## src/rtl/adder_operand_sweep.sv

```systemverilog
// Walks every (a, b) operand pair in row-major order into a combinational adder
// and accumulates the returned {carry, sum} plus an accepted-pair count.
module adder_operand_sweep #(
  parameter int unsigned WIDTH = 10,
  parameter int unsigned ACC_W = 32
) (
  input  logic               clk,
  input  logic               rst_n,
  input  logic               start,
  input  logic               abort,
  input  logic               ready,
  output logic [WIDTH-1:0]   a,
  output logic [WIDTH-1:0]   b,
  output logic               valid,
  output logic               last,
  input  logic [WIDTH-1:0]   sum,
  input  logic               carry,
  output logic [ACC_W-1:0]   acc,
  output logic [2*WIDTH:0]   count,
  output logic               busy,
  output logic               done
);

  localparam int unsigned CNT_W = 2 * WIDTH + 1;
  localparam logic [WIDTH-1:0] MAX_OP = {WIDTH{1'b1}};

  typedef enum logic [1:0] {IDLE, RUN, DONE} state_t;

  state_t             state, state_d;
  logic [WIDTH-1:0]   a_d, b_d;
  logic [ACC_W-1:0]   acc_d;
  logic [CNT_W-1:0]   count_d;
  logic               xfer;

  assign last = valid && (a == MAX_OP) && (b == MAX_OP);

  // Next-state and datapath update; abort overrides everything else.
  always_comb begin
    state_d = state;
    a_d     = a;
    b_d     = b;
    acc_d   = acc;
    count_d = count;
    xfer    = (state == RUN) && ready;

    if (abort) begin
      state_d = IDLE;
      a_d     = '0;
      b_d     = '0;
    end else begin
      unique case (state)
        IDLE, DONE: begin
          if (start) begin
            state_d = RUN;
            a_d     = '0;
            b_d     = '0;
            acc_d   = '0;
            count_d = '0;
          end
        end
        RUN: begin
          if (xfer) begin
            acc_d   = acc + ACC_W'({carry, sum});
            count_d = count + CNT_W'(1);
            if (last) begin
              state_d = DONE;
              a_d     = '0;
              b_d     = '0;
            end else if (b == MAX_OP) begin
              b_d = '0;
              a_d = a + WIDTH'(1);
            end else begin
              b_d = b + WIDTH'(1);
            end
          end
        end
        default: state_d = IDLE;
      endcase
    end
  end

  // State and output registers; status flags are registered decodes of next state.
  always_ff @(posedge clk or negedge rst_n) begin
    if (!rst_n) begin
      state <= IDLE;
      a     <= '0;
      b     <= '0;
      acc   <= '0;
      count <= '0;
      valid <= 1'b0;
      busy  <= 1'b0;
      done  <= 1'b0;
    end else begin
      state <= state_d;
      a     <= a_d;
      b     <= b_d;
      acc   <= acc_d;
      count <= count_d;
      valid <= (state_d == RUN);
      busy  <= (state_d == RUN);
      done  <= (state_d == DONE);
    end
  end

endmodule

```

## config.mk

```make
export PLATFORM = sky130hd
export DESIGN_NAME = adder_operand_sweep
export DESIGN_NICKNAME = d
export VERILOG_FILES = /design/src/rtl/adder_operand_sweep.sv
export SDC_FILE = /design/constraint.sdc
export NUM_CORES = 1
export LEC_CHECK = 0
export CAP_MARGIN = 10
export CORE_ASPECT_RATIO = 2
export CORE_UTILIZATION = 29
export CTS_CLUSTER_DIAMETER = 60
export DETAILED_ROUTE_END_ITERATION = 12
export PLACE_DENSITY = 0.51
export REMOVE_ABC_BUFFERS = 1
export SYNTH_ARGS = -nofsm -noshare
export SYNTH_HDL_FRONTEND = slang
export SYNTH_SLANG_ARGS = --single-unit
```

## constraint.sdc

```tcl
create_clock -name clk -period 2.4 [get_ports clk]
set_clock_uncertainty 0.05 [all_clocks]
set_input_delay 0.36 -clock clk [delete_from_list [all_inputs] [get_ports clk]]
set_output_delay 0.36 -clock clk [all_outputs]
set_load 0.02 [all_outputs]
```

==> results.txt <==
----------------------------------------------------
[Outcome]
  Run status ... complete, no violations

[Place]
  Post-detailed-placement half-perimeter wirelength ... around 9200 µm
  Setup Slack @ Placement ... -512.1 ps
  Port Buffer Count ... ~90
  Placer Congestion ... slightly above 0.8

[Setup path]
  Critical Path AT ... about 2500 ps
  Worst setup startpoint ... acc[0]
  Worst setup EP type ... flop
  Worst Setup Start Kind ... flop
  Reg-to-reg critical path startpoint ... acc[0]
  Maximum fanout count along the critical path ... 5
  Endpoint required time on the critical path ... ~2600 ps
  Startpoint-to-endpoint class of the critical path ... reg2reg

[Power and ir drop]
  Internal power ... ~2.7 mW
  Leakage component of the power ... approximately 2.7 nW
  Switching part of the total ... 0.2831
  Overall power of the completed layout ... ~3.8 mW
  Total net switching power ... ~1.1 mW
  Largest voltage drop on the vdd net ... 336.4 µV
  Combinational share of power ... 0.237
  Reg power frac ... 0.369
  Clock power frac ... 0.395
  Cell area power density ... 599.0 nW/µm²

[Timing]
  Endpoints failing setup ... 0
  Number of failing hold endpoints at the final stage ... 0
  Slew @ Worst Pin ... between 600 and 700 ps
  Fmax ... ~440 MHz
  Time the worst path needs with I/O delays and setup ... roughly 2300 ps
  Sum Neg Setup Slack ... 0 ps
  Setup repair after global routing missed its margin ... yes
  Final worst path period share ... 0.9567
  Final number of max-transition violations ... 0
  Min setup slack post-route ... 104.0 ps
  Worst rel slew slack ... 0.5918

[Synthesis]
  Share of synthesized area occupied by flip-flops and latches ... 0.4488
  Post-Synthesis Cells ... 451
  Number of warnings issued by yosys ... 0
  Post-synth design cell area ... approximately 4300 µm²
  Main flop type after synthesis ... dfrtp_1
  Average cell area after synthesis ... approximately 9.5 µm²
  Largest area contributor in the synthesized netlist ... dfrtp_1
  Leading cell type by number of instances after synthesis ... dfrtp_1
  Yosys cell types ... 56
  Ranking of synthesized cells by instance count ... 77 x dfrtp_1, 56 x nor2_1, 38 x nand2_1, 29 x xor2_1, 27 x nand3_1
  Most area-consuming cells after synthesis ... dfrtp_1 45%, xor2_1 5.9%, nor2_1 4.9%
  Area share of the leading cell type in the synthesized netlist ... 0.4488
  Post-synth ARST share ... 1.000
  Post-synthesis register bit count ... 77
  EDFF count, synth ... 0

[CTS]
  Worst-Skew Late Latency ... about 340 ps
  Clock Tree Root ... clkbuf_16
  CTS clk-pin slew, worst paths ... about 60 ps
  Clock buffer depth ... 2
  H-tree levels ... 3
  Clock tree from TritonCTS ... yes
  Clock buffers created by TritonCTS ... 9
  Number of sinks on the clock net ... 77

[Hold path]
  Hold/Removal Path Class ... reg2reg
  Launch point of the worst hold path ... acc[3]

[Global route]
  Initial antenna violation count ... 0
  Number of global-route vias before repair ... ~4,200
  Total global routing track utilization ... 0.1740
  Pin count of the biggest net entering global routing ... 45
  Global-route congestion overflow total ... 0
  Global-route wire length before repair ... between 20,000 and 25,000 µm

[Layout]
  Signed area change from the synthesized netlist to the final layout ... 48.41%
  Proportion of layout cells with a drive suffix above 1 ... 0.2068
  Antenna diodes ... 0
  Layout net count ... 640

[Floorplanning]
  Starting Density ... 0.2975
  Standard-cell row count ... a little over 60
  IO Pins ... just over 90
  Die ar. ... ~15,000 µm²
  Die width ... a little under 90 µm
  Core box area ... between 10,000 and 15,000 µm²
  Height of the die ... between 150 and 200 µm

[Detailed routing]
  DRC violation count after routing ... 0
  Routed length per placed instance ... 15.46 µm
  Via density per instance ... just under 5
  Number of nets still failing antenna checks after routing ... 0
  TritonRoute pass-1 iters ... 4
  Total wire length after detailed routing ... around 12,000 µm
  Count of routing violations after the opening detailed-route iteration ... 124
  Routed vias ... 3,991

[Job]
  Count of maximum capacitance violations ... 0

----------------------------------------------------
-- layout make-up --
class	instances	area, µm²
multi-input cells	345	2361
well taps	192	240.2
inverters	12	45.04
clock buffers	10	239.0
repair buffers	164	1475
flip-flops and latches	77	1927
clock inverters	6	83.83
fillers	1484	8058
-- metrics by stage --
stage / std cells / utilization / hold slack, ps / instance area [µm²]
after CTS: 806 / 0.4353 / 451.2 / 6281
after detailed placement: 785 / 0.4076 / 369.6 / 5882
after global placement: 785 / 0.4076 / 351.2 / 5882
after floorplan: 434 / - / 14.41 / 4197
after global routing: 806 / 0.4416 / 496.7 / 6371
final: 806 / 0.4416 / 463.8 / 6371
-- layer usage --
layer | part of all wire | GRT usage | up-vias | wire length [µm]
li1 | - | - | 1922 | -
met1 | 0.40 | 0.1921 | 1975 | 4975
met2 | 0.55 | 0.3207 | 74 | 6839
met3 | 0.027 | 0.02754 | 20 | 335
met4 | 0.025 | 0.06922 | 0 | 310
met5 | 0 | 0 | - | 0
-- state kept, by name, summed over array words and instances, names as in the netlist --
name	count
acc	32
done	1
count	21
busy	1
state	2
b	10
a	10
-- cells by family after synthesis --
logic type / synth area share
adder cells (fa/ha/maj): 0.04547
AND/OR/NAND/NOR: 0.2556
AO/OA/AOI/OAI: 0.1242
buffers and inverters: 0.03293
flip-flops: 0.4488
XOR/XNOR: 0.08569
multiplexers: 0.007287
-- worst max-delay path: stages (launching register included) --
cell      delay, ps
dfrtp_1         360
ha_2            190
inv_2            40
fa_2            350
nor2b_2         130
o211ai_1        120
nand4b_1        130
a21oi_2         100
buf_6           140
or4b_4          470
a21oi_2         150
-- power groups by stage --
| stage | combinational [mW] | sequential, mW | clock (mW) |
|---|---|---|---|
| after floorplan | 0.354 | 1.48 | 0 |
| after global placement | 0.833 | 1.42 | 0 |
| after detailed placement | 0.843 | 1.43 | 0 |
| after CTS | 0.873 | 1.40 | 1.55 |
| after global routing | 0.988 | 1.42 | 1.59 |
| final | 0.904 | 1.41 | 1.51 |
-- timing repair --
action	in CTS	in global routing
cloned	2	0
buffers inserted	2	0
hold buffers	1	0
endpoints found under the hold margin	9	0
pin swaps	8	12
gates resized for setup	15	19
setup endpoints to repair	10	22
-- cell usage in the layout (no fill, tap or decap), drive strengths merged, types with 7 or more instances in the layout --
master / Yosys / final
dfrtp: 77 / 77
nor3: 11 / 11
o21ai: 21 / 21
nand4: 12 / 12
clkdlybuf4s50: 0 / 88
o31ai: 10 / 10
ha: 14 / 14
nand2: 39 / 39
or4: 8 / 8
xnor2: 13 / 13
nor2: 56 / 56
and3: 9 / 9
clkbuf: 8 / 11
a21oi: 27 / 27
xor2: 29 / 29
inv: 12 / 13
nand3: 28 / 28
buf: 9 / 72
or3: 7 / 7
-- final timing paths --
check,end,slack [ps],depth (start not counted)
worst min-delay path,acc[3],460,2
min in group asynchronous,acc[15],520,2
max in group asynchronous,done,1080,3
worst max-delay path,acc[20],100,10
worst max register to register,acc[20],100,10
worst min register to register,acc[3],460,2
No activity file was read; power rests on OpenSTA's default activity.
